--- src/rtl/mem_bus_arbiter.sv ---
// Two-port memory bus arbiter: an instruction-fetch port and a data port share one
// strobed memory bus. Round-robin on contention, fixed WAIT_CYC strobe length per access.
module mem_bus_arbiter #(
  parameter int ADDR_W   = 16,
  parameter int DATA_W   = 16,
  parameter int WAIT_CYC = 2
) (
  input  logic              clk,
  input  logic              reset,
  // instruction-fetch port (read only)
  input  logic              if_req,
  input  logic [ADDR_W-1:0] if_adr,
  output logic              if_ack,
  output logic [DATA_W-1:0] if_rdata,
  // data port
  input  logic              dm_req,
  input  logic              dm_we,
  input  logic [ADDR_W-1:0] dm_adr,
  input  logic [DATA_W-1:0] dm_wdata,
  output logic              dm_ack,
  output logic [DATA_W-1:0] dm_rdata,
  // memory bus
  output logic [ADDR_W-1:0] adr_bus,
  output logic [DATA_W-1:0] data_out,
  input  logic [DATA_W-1:0] data_in,
  output logic              rd_mem,
  output logic              wr_mem,
  output logic              busy
);

  typedef enum logic [1:0] {IDLE, ACCESS, DONE} state_t;

  localparam logic [3:0] LAST_CNT = 4'(WAIT_CYC - 1);

  state_t            state_q, state_d;
  logic [3:0]        wait_cnt_q, wait_cnt_d;
  logic              last_dm_q, last_dm_d;    // last grant: 0 = fetch port, 1 = data port
  logic              grant_dm_q, grant_dm_d;  // port owning the current access
  logic              we_q, we_d;
  logic [ADDR_W-1:0] adr_q, adr_d;
  logic [DATA_W-1:0] wdata_q, wdata_d;
  logic [DATA_W-1:0] if_rdata_q, if_rdata_d;
  logic [DATA_W-1:0] dm_rdata_q, dm_rdata_d;

  logic any_req;
  logic pick_dm;
  logic last_access;

  assign any_req     = if_req | dm_req;
  // On contention the port that did not win last time takes the bus.
  assign pick_dm     = dm_req & (~if_req | ~last_dm_q);
  assign last_access = (state_q == ACCESS) && (wait_cnt_q == LAST_CNT);

  // State and datapath registers
  always_ff @(posedge clk) begin
    // NOTE: non-blocking assignments in sequential blocks keep every flop sampling
    // pre-edge values, so register order inside the block never matters.
    if (reset) begin
      state_q    <= IDLE;
      wait_cnt_q <= '0;
      last_dm_q  <= 1'b0;
      grant_dm_q <= 1'b0;
      we_q       <= 1'b0;
      adr_q      <= '0;
      wdata_q    <= '0;
      if_rdata_q <= '0;
      dm_rdata_q <= '0;
    end else begin
      state_q    <= state_d;
      wait_cnt_q <= wait_cnt_d;
      last_dm_q  <= last_dm_d;
      grant_dm_q <= grant_dm_d;
      we_q       <= we_d;
      adr_q      <= adr_d;
      wdata_q    <= wdata_d;
      if_rdata_q <= if_rdata_d;
      dm_rdata_q <= dm_rdata_d;
    end
  end

  // Next-state logic
  always_comb begin
    // NOTE: every always_comb output gets a default first so no path can infer a latch.
    state_d = state_q;
    unique case (state_q)
      IDLE:    if (any_req) state_d = ACCESS;
      ACCESS:  if (last_access) state_d = DONE;
      DONE:    state_d = IDLE;
      default: state_d = IDLE;
    endcase
  end

  // Grant latching, wait counting and read-data capture
  always_comb begin
    wait_cnt_d = '0;
    last_dm_d  = last_dm_q;
    grant_dm_d = grant_dm_q;
    we_d       = we_q;
    adr_d      = adr_q;
    wdata_d    = wdata_q;
    if_rdata_d = if_rdata_q;
    dm_rdata_d = dm_rdata_q;

    if (state_q == ACCESS && !last_access) wait_cnt_d = wait_cnt_q + 4'd1;

    if (state_q == IDLE && any_req) begin
      grant_dm_d = pick_dm;
      last_dm_d  = pick_dm;
      we_d       = pick_dm & dm_we;
      adr_d      = pick_dm ? dm_adr : if_adr;
      if (pick_dm) wdata_d = dm_wdata;
    end

    if (last_access && !we_q) begin
      if (grant_dm_q) dm_rdata_d = data_in;
      else            if_rdata_d = data_in;
    end
  end

  // Outputs decoded from the current state
  always_comb begin
    busy   = (state_q != IDLE);
    rd_mem = (state_q == ACCESS) & ~we_q;
    wr_mem = (state_q == ACCESS) &  we_q;
    if_ack = (state_q == DONE) & ~grant_dm_q;
    dm_ack = (state_q == DONE) &  grant_dm_q;
  end

  assign adr_bus  = adr_q;
  assign data_out = wdata_q;
  assign if_rdata = if_rdata_q;
  assign dm_rdata = dm_rdata_q;

endmodule
--- config.mk ---
export PLATFORM = sky130hd
export DESIGN_NAME = mem_bus_arbiter
export DESIGN_NICKNAME = d
export VERILOG_FILES = /design/src/rtl/mem_bus_arbiter.sv
export SDC_FILE = /design/constraint.sdc
export NUM_CORES = 1
export LEC_CHECK = 0
export CAP_MARGIN = 20
export CORE_ASPECT_RATIO = 0.8
export CORE_MARGIN = 2
export CORE_UTILIZATION = 41
export DETAILED_ROUTE_END_ITERATION = 7
export PLACE_DENSITY = 0.8
export SYNTH_ARGS = -nofsm -noshare
export SYNTH_HDL_FRONTEND = slang
export SYNTH_SLANG_ARGS = --single-unit
--- constraint.sdc ---
create_clock -name clk -period 2.3 [get_ports clk]
set_clock_uncertainty 0.1 [all_clocks]
set_input_delay 0.46 -clock clk [delete_from_list [all_inputs] [get_ports clk]]
set_output_delay 0.46 -clock clk [all_outputs]
set_load 0.005 [all_outputs]
# Word-level counts from Yosys, hierarchy flattened
# Index checks and enable logic that the tools add are counted.
# totals
wordCells	43
regBits	72
# classes
muxes	4
reduce_logical	13
n_eq_ne	5
n_bitwise	12
addsub	1
# ops
op	n
$mux W16	1
$reduce_and A2 Y1	4
$and A1 B1 Y1	6
$add A4 B1 Y4 const B	1
$eq A4 B1 Y1 const B	1
$logic_and A1 B1 Y1	4
$mux W2	2
$ne A2 B2 Y1 const B	2
$not A1 Y1	4
$pmux W2 S2	1
$eq A2 B1 Y1 const B	1
$eq A2 B2 Y1 const B	1
$logic_not A1 Y1	2
$logic_not A2 Y1	1
$or A1 B1 Y1	2
$reduce_bool A2 Y1	1
$reduce_or A2 Y1	1

# Longest topological paths before layout
# Gate-level depths: netlist (run 1).
# depth
word_depth	6
ltp_mapped	7

# Worst setup path before layout (run 1)
# No wires, ideal clock.
# synth_path
path_kind	register to register
startpoint	register wait_cnt_q[0]
endpoint	register dm_rdata_q[0], in the netlist dm_rdata[0]
path_stages_with_launch	7
arrival_ns	1.655
path_buffers	2
synth_period_minus_slack_ns	1.875
slack_ns	0.425
setup_ns	0.120
required_time_ns	2.080
cell_sequence	dfxtp_1 ha_1 or3b_1 buf_2 or4_4 buf_6 mux2i_1
# synth_via
elab_chain_cells	4
# synth_rtl
item	line	source
start: declaration	36	logic [3:0] wait_cnt_q, wait_cnt_d;
start signal: assignment	70	wait_cnt_q <= wait_cnt_d;
$eq A4 B1 Y1	52	assign last_access = (state_q == ACCESS) && (wait_cnt_q == LAST_CNT);
$logic_and A1 B1 Y1	52	
$logic_and A1 B1 Y1	114	if (last_access && !we_q) begin
$reduce_and A2 Y1 (no source line)	n/a	
end signal: assignment	77	dm_rdata_q <= dm_rdata_d;
end: declaration	43	logic [DATA_W-1:0] dm_rdata_q, dm_rdata_d;
# No other way between the ends.
# A chain may end at the register's enable or synchronous reset.

# Worst setup path after layout (run 1)
# layout_path
startpoint	register state_q[1]
endpoint	output port wr_mem
# layout_via
elab_chain_cells	2
# layout_rtl
item	line	source
start: declaration	35	state_t state_q, state_d;
start signal: assignment	69	state_q <= state_d;
$eq A2 B1 Y1	124	wr_mem = (state_q == ACCESS) & we_q;
$and A1 B1 Y1	124	
end: declaration	27	output logic wr_mem,
# No other way between the ends.

==> results of run 1 <==
-- critical path: cells and delay by family, from the launching register on --
family	cells	cell delay [ns]
buf+inv	1	0.50
flops	1	0.34
simple gates	2	0.39
-- flip-flops by register name (all words and copies together) (netlist names) --
| signal | flops |
|---|---|
| data_out | 16 |
| we_q | 1 |
| if_rdata | 16 |
| state_q | 2 |
| grant_dm_q | 1 |
| dm_rdata | 16 |
| wait_cnt_q | 4 |
| adr_bus | 16 |
-- kinds of logic after synthesis --
kind of cell | after synthesis | share of synthesized area
mux | 32 | 0.1066
compound gates | 71 | 0.1415
simple gates | 119 | 0.2144
flops | 72 | 0.4796
fa+ha+maj | 2 | 0.008325
buf+inv | 32 | 0.04371
xor+xnor | 2 | 0.005830
-- Yosys cell counts (2+ instances only) --
master	n
nand3_1	17
dfxtp_1	72
mux2i_1	32
nand2b_1	49
nor2_1	8
nor3b_1	2
nor3_1	2
nand2_1	33
o21ai_0	18
buf_2	3
a21oi_1	34
inv_1	4
ha_1	2
a311oi_1	16
nor4_2	2
clkbuf_1	23
-- layout make-up --
cell class	instances	area (um^2)	area share
clock inverters	7	96.34	0.02042
repair buffers	149	1481	0.3141
clock buffers	9	123.9	0.02626
inverters	4	15.01	0.003183
flip-flops and latches	72	1441	0.3056
well taps	87	108.9	0.02308
multi-input cells	226	1450	0.3074
-- worst paths after layout --
path         slack, ns     startpoint            to  cells past startpoint
max               0.17     state_q[1]        wr_mem                      3
min               0.38    data_out[2]   data_out[2]                      2
max reg2reg       0.27  wait_cnt_q[0]  if_rdata[11]                      4
min reg2reg       0.38    data_out[2]   data_out[2]                      2
-- where the power goes --
part	switching [mW]	leakage, nW	total [mW]	internal, mW
Sequential	0.0578	0.587	1.40	1.34
Clock	0.500	0.101	1.11	0.610
Combinational	0.326	1.09	0.726	0.400
-- layout by cell type, fill, tap and decap left out, types with 2 or more instances in the layout --
master	n
nand2b_1	48
bufinv_16	2
nor3b_1	2
clkbuf_8	9
a311oi_1	16
ha_1	2
nand2_1	33
buf_4	10
a21oi_1	34
dfxtp_1	72
o21ai_0	18
buf_12	2
nor2_1	7
clkinvlp_4	3
nor3_1	2
nand3_1	17
mux2i_1	32
clkdlybuf4s50_1	136
inv_1	4
-- routing by layer --
layer | track usage | wire length [um] | up-vias | part of all wire
met5 | 0 | 0 | - | 0
met4 | 0.07123 | 164 | 0 | 0.019
met3 | 0.09922 | 830 | 14 | 0.096
met2 | 0.3385 | 3809 | 134 | 0.44
met1 | 0.2625 | 3798 | 1325 | 0.44
li1 | - | - | 1399 | -
-- repair_timing --
| item | CTS | global route |
|---|---|---|
| setup endpoints to repair | 0 | 2 |
| hold buffers | 0 | 0 |
| gates resized for setup | 0 | 1 |
==> results.json, run 1 <==
{
  "powerDensity_nw_per_um2": 685.8,
  "wl_per_cell_um": 15.53,
  "cts_root_buffer": "clkbuf_8",
  "clkTransAtPathRegs_ns": 0.08,
  "holdWs_ns": 0.3775,
  "numCtsBuffers": 9,
  "grt_pass1_vias": 2767,
  "dpl_worst_slack_ns": -0.1203,
  "place.detailed.hpwl_um": 6004,
  "first_pass_iters": 4,
  "max_freq_mhz": 469.5,
  "vias_per_cell": 5.184,
  "grt_pass1_wl_um": 13430,
  "synthArstFlopShare": 0,
  "core-area_um2": 6993,
  "critPathMaxFanout": 9,
  "grt_antenna_before_repair": 0,
  "grt_max_degree": 43,
  "vias": 2872,
  "avgSynthCellArea_um2": 9.107,
  "synth.top_cell.area_share": 0.4796,
  "synth_area_um2": 3005,
  "setup-tns-final_ns": 0,
  "finalCriticalPeriod_ns": 2.130,
  "p_leak_nw": 1.779,
  "yosys.area.top_type": "dfxtp_1",
  "synthFlopType": "dfxtp_1",
  "antenna_cells": 0,
  "clk_latency_ns": 0.35,
  "drive_gt1_frac": 0.08137,
  "path_cells": "nand2b_2, nor2_1, clkdlybuf4s50_1",
  "worstPathRequired_ns": 1.74,
  "slew_headroom": 0.7452,
  "ys_seq_area_frac": 0.4796,
  "gp_congestion": 0.8021,
  "clock_sinks": 72,
  "cts_max_level": 3,
  "final.fill_count": 568,
  "finalSetupViolations": 0,
  "dp_cells": 537,
  "finalNetCount": 533,
  "boundaryPins": 138,
  "cp-end-kind": "output pin",
  "final_cells": 554,
  "ys_seq_elements": 72,
  "cp-start-kind": "flop",
  "cp_slowest_stage_delay_ns": 0.50,
  "synth.distinct_cells": 29,
  "synth_edf_count": 0,
  "synthCells": 330,
  "hold_violations": 0,
  "tightest_slew_ns": 0.3822,
  "numPortBuffers": 137,
  "globalRouteTotalUtil": 0.2155,
  "fin_util": 0.6745,
  "crit_type": "flop to output pin",
  "hold_class": "flop to flop",
  "syn_to_final_growth_pct": 56.95,
  "routed_wirelength_um": 8603,
  "rsz0062_at_grt": "no",
  "die_area_um2": 8035,
  "final_area_um2": 4717,
  "fp-row-count": 27,
  "place_area_um2": 4487,
  "die_x_um": 99.72,
  "drt_iter0_markers": 108,
  "final_antenna_net_count": 0,
  "initial_utilization": 0.4298,
  "maxCapViolCount": 0,
  "slew_violations": 0,
  "fin_crit_sh": 0.9260,
  "status": "finished, final reports clean",
  "synthTopCellsByArea": "dfxtp_1, mux2i_1, nand2b_1, a21oi_1, a311oi_1",
  "total_power_mw": 3.235,
  "clk_path_buf_depth": 2,
  "fin_ws_ns": 0.1702,
  "overflow": 0,
  "postCtsSetupBuffers": 0,
  "cts_tree": "built",
  "yosys_warnings": 0,
  "crit_slowest_cell": "clkdlybuf4s50_1",
  "ir_drop_mv": 0.4503,
  "die_y_um": 80.58,
  "drc_errors": 0,
  "arrival_ns": 1.57,
  "synth_nets": 401
}
Note: power is estimated with default switching activity, not from simulation.
==> run 2, diff against run 1 <==
Settings changed: SKIP_CTS_REPAIR_TIMING set to 1.
==> results of run 2 <==
The final DEF is identical to that of run 1; final timing and power are the same.
==> run 3, diff against run 2 <==
Settings changed: CELL_PAD_IN_SITES_DETAIL_PLACEMENT set to 1, CELL_PAD_IN_SITES_GLOBAL_PLACEMENT set to 2, CORE_UTILIZATION 41 to 23, PLACE_DENSITY 0.8 to not set, PLACE_DENSITY_LB_ADDON set to 0.1, TNS_END_PERCENT set to 50.
==> run 3 against run 2 <==
Final area up 4.1%. Sequential power about the same. Critical path type unchanged. Core utilization down 29 points. Setup slack worse by 0.039 ns. Clock power up 23%. Critical endpoint unchanged. First-iteration DRC count down 34%. Highest routed layer unchanged. Register-to-register slack about the same. Routed wire length up 15%. Non-clock buffer count down 1. Count of clock-buffer cells in the layout up 2.
==> results.json, run 3 (same netlist as run 1, synthesis figures left out) <==
{
  "status": "finished, final reports clean",
  "drc_errors": 0,
  "rsz0062_at_grt": "no",
  "die_area_um2": 14000,
  "arrival_ns": 1.61,
  "slew_headroom": 0.6551,
  "final_antenna_net_count": 0,
  "hold_class": "flop to flop",
  "drive_gt1_frac": 0.07742,
  "gp_congestion": 0.7010,
  "critPathMaxFanout": 9,
  "cts_root_buffer": "clkbuf_16",
  "globalRouteTotalUtil": 0.1437,
  "hold_violations": 0,
  "die_y_um": 106.2,
  "grt_max_degree": 39,
  "clock_sinks": 72,
  "clk_latency_ns": 0.33,
  "core-area_um2": 12820,
  "fin_util": 0.3828,
  "cts_max_level": 3,
  "crit_type": "flop to output pin",
  "vias_per_cell": 4.420,
  "overflow": 0,
  "final_cells": 640,
  "routed_wirelength_um": 9893,
  "worstPathRequired_ns": 1.74,
  "antenna_cells": 0,
  "vias": 2829,
  "grt_pass1_vias": 3014,
  "tightest_slew_ns": 0.5173,
  "cp-start-kind": "flop",
  "first_pass_iters": 5,
  "syn_to_final_growth_pct": 63.32,
  "cp-end-kind": "output pin",
  "cts_tree": "built",
  "finalNetCount": 532,
  "slew_violations": 0,
  "fin_crit_sh": 0.9430,
  "max_freq_mhz": 461.1,
  "total_power_mw": 3.515,
  "clk_path_buf_depth": 2,
  "ir_drop_mv": 0.3438,
  "drt_iter0_markers": 71,
  "powerDensity_nw_per_um2": 716.1,
  "numPortBuffers": 137,
  "layout_commonest_cell": "clkdlybuf4s50_1",
  "wl_per_cell_um": 15.46,
  "die_x_um": 131.8,
  "grt_antenna_before_repair": 0,
  "most-common-layout-cells": "clkdlybuf4s50_1, dfxtp_1, nand2b_1",
  "boundaryPins": 138,
  "fp-row-count": 37,
  "place.detailed.hpwl_um": 6928,
  "fin_ws_ns": 0.1312,
  "setup-tns-final_ns": 0,
  "clkTransAtPathRegs_ns": 0.06,
  "maxCapViolCount": 0,
  "p_leak_nw": 1.828,
  "grt_pass1_wl_um": 15820,
  "finalCriticalPeriod_ns": 2.169,
  "initial_utilization": 0.2344,
  "dp_cells": 625,
  "numCtsBuffers": 9,
  "finalSetupViolations": 0,
  "dpl_worst_slack_ns": 0.2398
}
## run 3: worst paths after layout
check / startpoint / end / slack [ns] / cells past startpoint
worst max register to register: wait_cnt_q[0] / if_rdata[11] / 0.28 / 4
worst max-delay path: state_q[1] / wr_mem / 0.13 / 3
worst min register to register: if_rdata[15] / if_rdata[15] / 0.37 / 2
worst min-delay path: if_rdata[15] / if_rdata[15] / 0.37 / 2
## run 3: metrics by stage
| stage | instance area, um^2 | hold slack [ns] |
|---|---|---|
| after floorplan | 3005 | 0.3337 |
| after global placement | 4617 | 0.3504 |
| after detailed placement | 4617 | 0.3609 |
| after CTS | 4905 | 0.3740 |
| after global routing | 4908 | 0.3941 |
| final | 4908 | 0.3716 |
## run 3: worst max-delay path, cell delays in order, from the launching register on
cell	delay (ns)
dfxtp_1	0.33
nand2b_2	0.28
nor2_1	0.14
clkdlybuf4s50_1	0.54
## run 3: layer usage
metal,routed length [um],vias up,GRT usage
li1,-,1402,-
met5,0,-,0
met1,4522,1329,0.1757
met3,757,10,0.05913
met2,4504,88,0.2337
met4,108,0,0.03960
## run 3: power breakdown
group	leakage (nW)	switching, mW	internal [mW]
Clock	0.145	0.516	0.858
Sequential	0.588	0.0586	1.34
Combinational	1.09	0.335	0.403
## run 3: area by class of cell
class	count	area [um^2]
Timing Repair Buffer	148	1486
Clock inverter	4	45.04
Inverter	4	15.01
Sequential cell	72	1443
Clock buffer	11	242.7
Multi-Input combinational cell	226	1458
Tap cell	175	219.0
Fill cell	1458	7915
